$ cat config.mk
export PLATFORM = sky130hd
export DESIGN_NAME = manual_clock_stepper
export DESIGN_NICKNAME = d
export VERILOG_FILES = /design/src/rtl/manual_clock_stepper.sv
export SDC_FILE = /design/constraint.sdc
export NUM_CORES = 1
export LEC_CHECK = 0
export BUFFER_PORTS_ARGS = -buffer_cell sky130_fd_sc_hd__buf_4
export CAP_MARGIN = 25
export CORE_MARGIN = 2
export CORE_UTILIZATION = 32
export DETAILED_ROUTE_END_ITERATION = 16
export HOLD_SLACK_MARGIN = 0.08
export PLACE_DENSITY = 0.48
export SLEW_MARGIN = 30
export SYNTH_ARGS = -nofsm -noshare
export SYNTH_HDL_FRONTEND = slang
export SYNTH_SLANG_ARGS = --single-unit
export TNS_END_PERCENT = 1
$ cat constraint.sdc
create_clock -name Clock -period 4.3 [get_ports Clock]
set_clock_uncertainty 0.05 [all_clocks]
set_input_delay 1.29 -clock Clock [delete_from_list [all_inputs] [get_ports Clock]]
set_output_delay 1.29 -clock Clock [all_outputs]
set_load 0.01 [all_outputs]
$ cat src/rtl/manual_clock_stepper.sv
// Debounced push-button to single-step processor clock: one fixed-width StepClock period per press.
// Optional macro AUTO_STEP_EN adds the AutoMode port and a free-running step divider.
module manual_clock_stepper #(
    parameter int DEBOUNCE_CYCLES = 50000,
    parameter int PULSE_CYCLES    = 8,
    parameter int AUTO_DIV        = 25000000
) (
    input  logic        Clock,
    input  logic        Reset,
    input  logic        KEYn,
`ifdef AUTO_STEP_EN
    input  logic        AutoMode,
`endif
    output logic        StepClock,
    output logic        StepPulse,
    output logic        Busy,
    output logic [15:0] StepCount
);

    localparam int DW = (DEBOUNCE_CYCLES > 2) ? $clog2(DEBOUNCE_CYCLES) : 1;
    localparam int PW = (PULSE_CYCLES > 2) ? $clog2(PULSE_CYCLES) : 1;
    localparam logic [DW-1:0] DCNT_LAST = DW'(DEBOUNCE_CYCLES - 1);
    localparam logic [PW-1:0] PCNT_LAST = PW'(PULSE_CYCLES - 1);

    if (DEBOUNCE_CYCLES < 1 || PULSE_CYCLES < 1 || AUTO_DIV < 1) begin : g_bad_cfg
        $error("manual_clock_stepper: cycle parameters must be >= 1");
    end

    typedef enum logic [1:0] {
        ST_IDLE      = 2'd0,
        ST_HIGH      = 2'd1,
        ST_LOW_GUARD = 2'd2
    } state_e;

    logic          sync1_q, sync1_d;
    logic          ks_q, ks_d;
    logic          stable_q, stable_d;
    logic          stable_prev_q, stable_prev_d;
    logic [DW-1:0] dcnt_q, dcnt_d;
    state_e        state_q, state_d;
    logic [PW-1:0] pcnt_q, pcnt_d;
    logic          step_clk_q, step_clk_d;
    logic          step_pulse_q, step_pulse_d;
    logic          busy_q, busy_d;
    logic [15:0]   step_count_q, step_count_d;
    logic          press_s;
    logic          step_req_s;
`ifdef AUTO_STEP_EN
    localparam int AW = (AUTO_DIV > 2) ? $clog2(AUTO_DIV) : 1;
    localparam logic [AW-1:0] DIV_LAST = AW'(AUTO_DIV - 1);
    logic [AW-1:0] div_q, div_d;
    logic          auto_tick_s;
`endif

    // Next-state logic: synchroniser, debouncer, step request and step FSM
    always_comb begin
        sync1_d       = KEYn;
        ks_d          = sync1_q;
        stable_d      = stable_q;
        stable_prev_d = stable_q;
        dcnt_d        = '0;
        if (ks_q != stable_q) begin
            if (dcnt_q == DCNT_LAST) begin
                stable_d = ks_q;
                dcnt_d   = '0;
            end else begin
                dcnt_d = dcnt_q + {{(DW-1){1'b0}}, 1'b1};
            end
        end else begin
            dcnt_d = '0;
        end

        // Press is the registered falling edge of the debounced level; release is ignored
        press_s = stable_prev_q & ~stable_q;

`ifdef AUTO_STEP_EN
        auto_tick_s = 1'b0;
        if (AutoMode) begin
            if (div_q == DIV_LAST) begin
                div_d       = '0;
                auto_tick_s = 1'b1;
            end else begin
                div_d = div_q + {{(AW-1){1'b0}}, 1'b1};
            end
        end else begin
            div_d = '0;
        end
        step_req_s = AutoMode ? auto_tick_s : press_s;
`else
        step_req_s = press_s;
`endif

        state_d      = state_q;
        pcnt_d       = pcnt_q;
        step_clk_d   = step_clk_q;
        step_pulse_d = 1'b0;
        step_count_d = step_count_q;
        case (state_q)
            ST_IDLE: begin
                pcnt_d = '0;
                if (step_req_s) begin
                    state_d      = ST_HIGH;
                    step_clk_d   = 1'b1;
                    step_pulse_d = 1'b1;
                    step_count_d = step_count_q + 16'd1;
                end else begin
                    step_clk_d = 1'b0;
                end
            end
            ST_HIGH: begin
                if (pcnt_q == PCNT_LAST) begin
                    state_d    = ST_LOW_GUARD;
                    step_clk_d = 1'b0;
                    pcnt_d     = '0;
                end else begin
                    step_clk_d = 1'b1;
                    pcnt_d     = pcnt_q + {{(PW-1){1'b0}}, 1'b1};
                end
            end
            ST_LOW_GUARD: begin
                step_clk_d = 1'b0;
                if (pcnt_q == PCNT_LAST) begin
                    state_d = ST_IDLE;
                    pcnt_d  = '0;
                end else begin
                    pcnt_d = pcnt_q + {{(PW-1){1'b0}}, 1'b1};
                end
            end
            default: begin
                state_d    = ST_IDLE;
                step_clk_d = 1'b0;
                pcnt_d     = '0;
            end
        endcase
        busy_d = (state_d != ST_IDLE);
    end

    // State and output registers with synchronous reset
    always_ff @(posedge Clock) begin
        if (Reset) begin
            sync1_q       <= 1'b1;
            ks_q          <= 1'b1;
            stable_q      <= 1'b1;
            stable_prev_q <= 1'b1;
            dcnt_q        <= '0;
            state_q       <= ST_IDLE;
            pcnt_q        <= '0;
            step_clk_q    <= 1'b0;
            step_pulse_q  <= 1'b0;
            busy_q        <= 1'b0;
            step_count_q  <= 16'd0;
`ifdef AUTO_STEP_EN
            div_q         <= '0;
`endif
        end else begin
            sync1_q       <= sync1_d;
            ks_q          <= ks_d;
            stable_q      <= stable_d;
            stable_prev_q <= stable_prev_d;
            dcnt_q        <= dcnt_d;
            state_q       <= state_d;
            pcnt_q        <= pcnt_d;
            step_clk_q    <= step_clk_d;
            step_pulse_q  <= step_pulse_d;
            busy_q        <= busy_d;
            step_count_q  <= step_count_d;
`ifdef AUTO_STEP_EN
            div_q         <= div_d;
`endif
        end
    end

    assign StepClock = step_clk_q;
    assign StepPulse = step_pulse_q;
    assign Busy      = busy_q;
    assign StepCount = step_count_q;

endmodule

==> metrics.md <==
| Metric | Value |
|---|---|
| Status | finished clean |
| Most common cell after layout, fill and taps aside | dfxtp_1 |
| Fin crit share | 0.531 |
| Pre-CTS WS | 1.93 ns |
| Post-Layout Cell Count | 308 |
| GP Congestion | 0.721 |
| Vias in the first global route | 1369 |
| Largest family of logic cells by synthesized area | simple AND/OR/NAND/NOR gates |
| RSZ-0062 raised after global routing | no |
| Die W | 81.6 microns |
| # IOs | 22 |
| Clock buffer count from CTS | 5 |
| Worst skew pair latency | 0.29 ns |
| CP startpoint | StepCount[7] |
| Layout cells sized above 1 | 0.150 |
| CTS clk-pin slew, worst paths | 0.08 ns |
| Die Span Y | 81.6 microns |
| TritonCTS clock tree | built |
| Nets@finish | 243 |
| # diodes | 0 |
| Vias | 1494 |
| Share of the synthesized area in the top cell type | 0.457 |
| Slew margin rel. | 0.674 |
| Number of stages on the worst setup path | 1 |
| Crit path capture type | output port |
| Crit path buffers/inverters | 1 |
| CP Data Arrival Time | 0.94 ns |
| Reg-to-reg slack, setup | 2.42 ns |
| Core Box Area | 5890 sq um |
| Initial antenna violation count | 0 |
| Crit start category | register |
| Crit-path max cell delay | 0.48 ns |
| Required time of the critical path | 2.96 ns |
| Register area share after synthesis | 0.457 |
| Worst Reg-to-Reg Cells | 6 |
| # rows | 28 |
| Synth top area cells | dfxtp_1 46%, xnor2_1 7.3%, nor2_1 5.5%, ha_1 5.2%, nand3_1 2.9% |
| Post-Synth Adder-Cell Area | 0.0519 |
| Root Buffer | clkbuf_8 |
| Fillers | 642 |
| Hold Path Class | reg -> reg |
| Flip-flop and latch area | 881 sq um |
| Synthesized flop and latch total | 44 |
| WL/cell | 11.6 microns |
| Final setup fails | 0 |
| Area growth syn-to-layout | 16.0% |
| Starting Density | 0.328 |
| Mux share of post-synthesis cell area | 0 |
| Crit path cell chain | buf_4 |
| F_max | 0.438 GHz |
| Remaining antenna violation count after routing | 0 |
| Mapped cell area | 1930 sq um |
| Pin count of the biggest net entering global routing | 29 |
| Min-Delay Startpoint | ks_d |
| Final hold violations | 0 |
| Pleak | 0.000810 uW |
| TritonRoute pass-1 iters | 4 |
| Dominant cell type by area after synthesis | dfxtp_1 |
| First-pass GRT wire length | 6320 microns |
| Post-DP HPWL | 2480 microns |
| Simple-Gate Fraction of Synth Area | 0.293 |
| Top_reg_cell synth | dfxtp_1 |
| Starting DRT DRC Count | 69 |
| Die area | 6660 sq um |
| FFs w/ async S/R, synth | 0 |
| Commonest non-fill, non-tap cells in the layout | 44 x dfxtp_1, 28 x nor2_1, 21 x buf_4 |
| Syn_area_per_cell | 9.18 sq um |
| Synthesis Warnings | 0 |
| Vias per cell | 4.85 |
| Total wire length | 3580 microns |
| Max Cap Violations | 0 |
| CP max-delay cell | dfxtp_1 |
| Tot GR Track Use | 0.123 |
| PwrDens | 304 nW/um^2 |
| Distinct cells, synth | 36 |
| Clock sink count | 44 |
| Setup Buffers After CTS | 0 |
| Hold_buf cts | 0 |
| CTS resizes | 0 |
| RR Startpoint | state_q[1] |
| Crit Path Max Fanout | 4 |
| Util after Layout | 0.380 |
| CP Capture Point | StepCount[7] |
| H-tree levels | 2 |
| Placed Cells | 300 |
| Worst setup path class | reg -> out |
| Synthesized net count | 221 |
| Worst VDD drop | 0.208 mV |
| Area of the multi-input gates | 988 sq um |
| Delay-heaviest family, CP | flip-flops |
| Final Critical Period | 2.28 ns |
| Slew Viols, Final | 0 |
| Synth Area in Compound Gates | 0.0681 |
| Post-Syn Instances | 210 |
| Final WS setup | 2.02 ns |
| GR Overflow Total | 0 |
| Fin Setup TNS | 0 ns |
| IO Port Bufs | 21 |
| Post-synthesis xor/xnor area fraction | 0.0999 |
| DRC viols | 0 |
| EDFF count, synth | 0 |
| R2R Path End | StepCount[10] |
| Worst-Margin Slew | 0.488 ns |
| Clock Path Buffers | 2 |
-- cell type report --
type,count,area share
multi-input combinational,153,0.442
inverter,7,0.0117
tap,75,0.0419
sequential,44,0.394
clock buffer,8,0.0403
timing repair buffer,21,0.0705
-- kinds of logic after synthesis --
group / count (synthesis)
flip-flops: 44
adder cells (fa/ha/maj): 8
XOR/XNOR: 22
AO/OA/AOI/OAI: 23
buffers and inverters: 13
AND/OR/NAND/NOR: 100
-- worst min-delay path by stage --
stage                     endpoint  slack, ns  cells after the start
after detailed placement      ks_q       0.35                      1
final                         ks_q       0.36                      1
after floorplan               ks_q       0.34                      1
after CTS                     ks_q       0.37                      1
after global placement        ks_q       0.34                      1
after global routing          ks_q       0.38                      1
-- power by group --
| part | leakage, uW | internal (uW) | total (uW) | switching [uW] |
|---|---|---|---|---|
| logic | 0.000410 | 2.26 | 7.98 | 5.71 |
| clock network | 0.0000455 | 131 | 264 | 133 |
| registers | 0.000355 | 408 | 409 | 0.652 |
| total | 0.000810 | 541 | 681 | 139 |
-- routing by layer --
metal  track usage  vias up  wire, microns
met5             0        -              0
met4        0.0500        0             50
met3        0.0330        7            186
met2         0.187       34           1600
met1         0.166      678           1750
li1              -      775              -
-- synthesized netlist by cell type (7+ instances only) --
| library cell | count |
|---|---|
| a21oi_1 | 10 |
| dfxtp_1 | 44 |
| ha_1 | 8 |
| inv_1 | 7 |
| nand2_1 | 10 |
| nand3_1 | 11 |
| nor2_1 | 28 |
| o21ai_0 | 7 |
| or3_1 | 7 |
| xnor2_1 | 16 |
-- flip-flops by register name, indices dropped and copies added (netlist names) --
name,count
Busy,1
StepClock,1
StepCount,16
StepPulse,1
dcnt_q,16
ks_d,1
ks_q,1
pcnt_q,3
stable_prev_d,1
stable_prev_q,1
state_q,2
-- through the flow --
step                hold slack, ns  total power (uW)  area [sq um]
floorplan                    0.339               424          1930
global placement             0.345               427          2150
detailed placement           0.348               427          2150
CTS                          0.367               696          2240
global route                 0.379               717          2240
finish                       0.362               681          2240
Note: power is estimated with default switching activity, not from simulation.
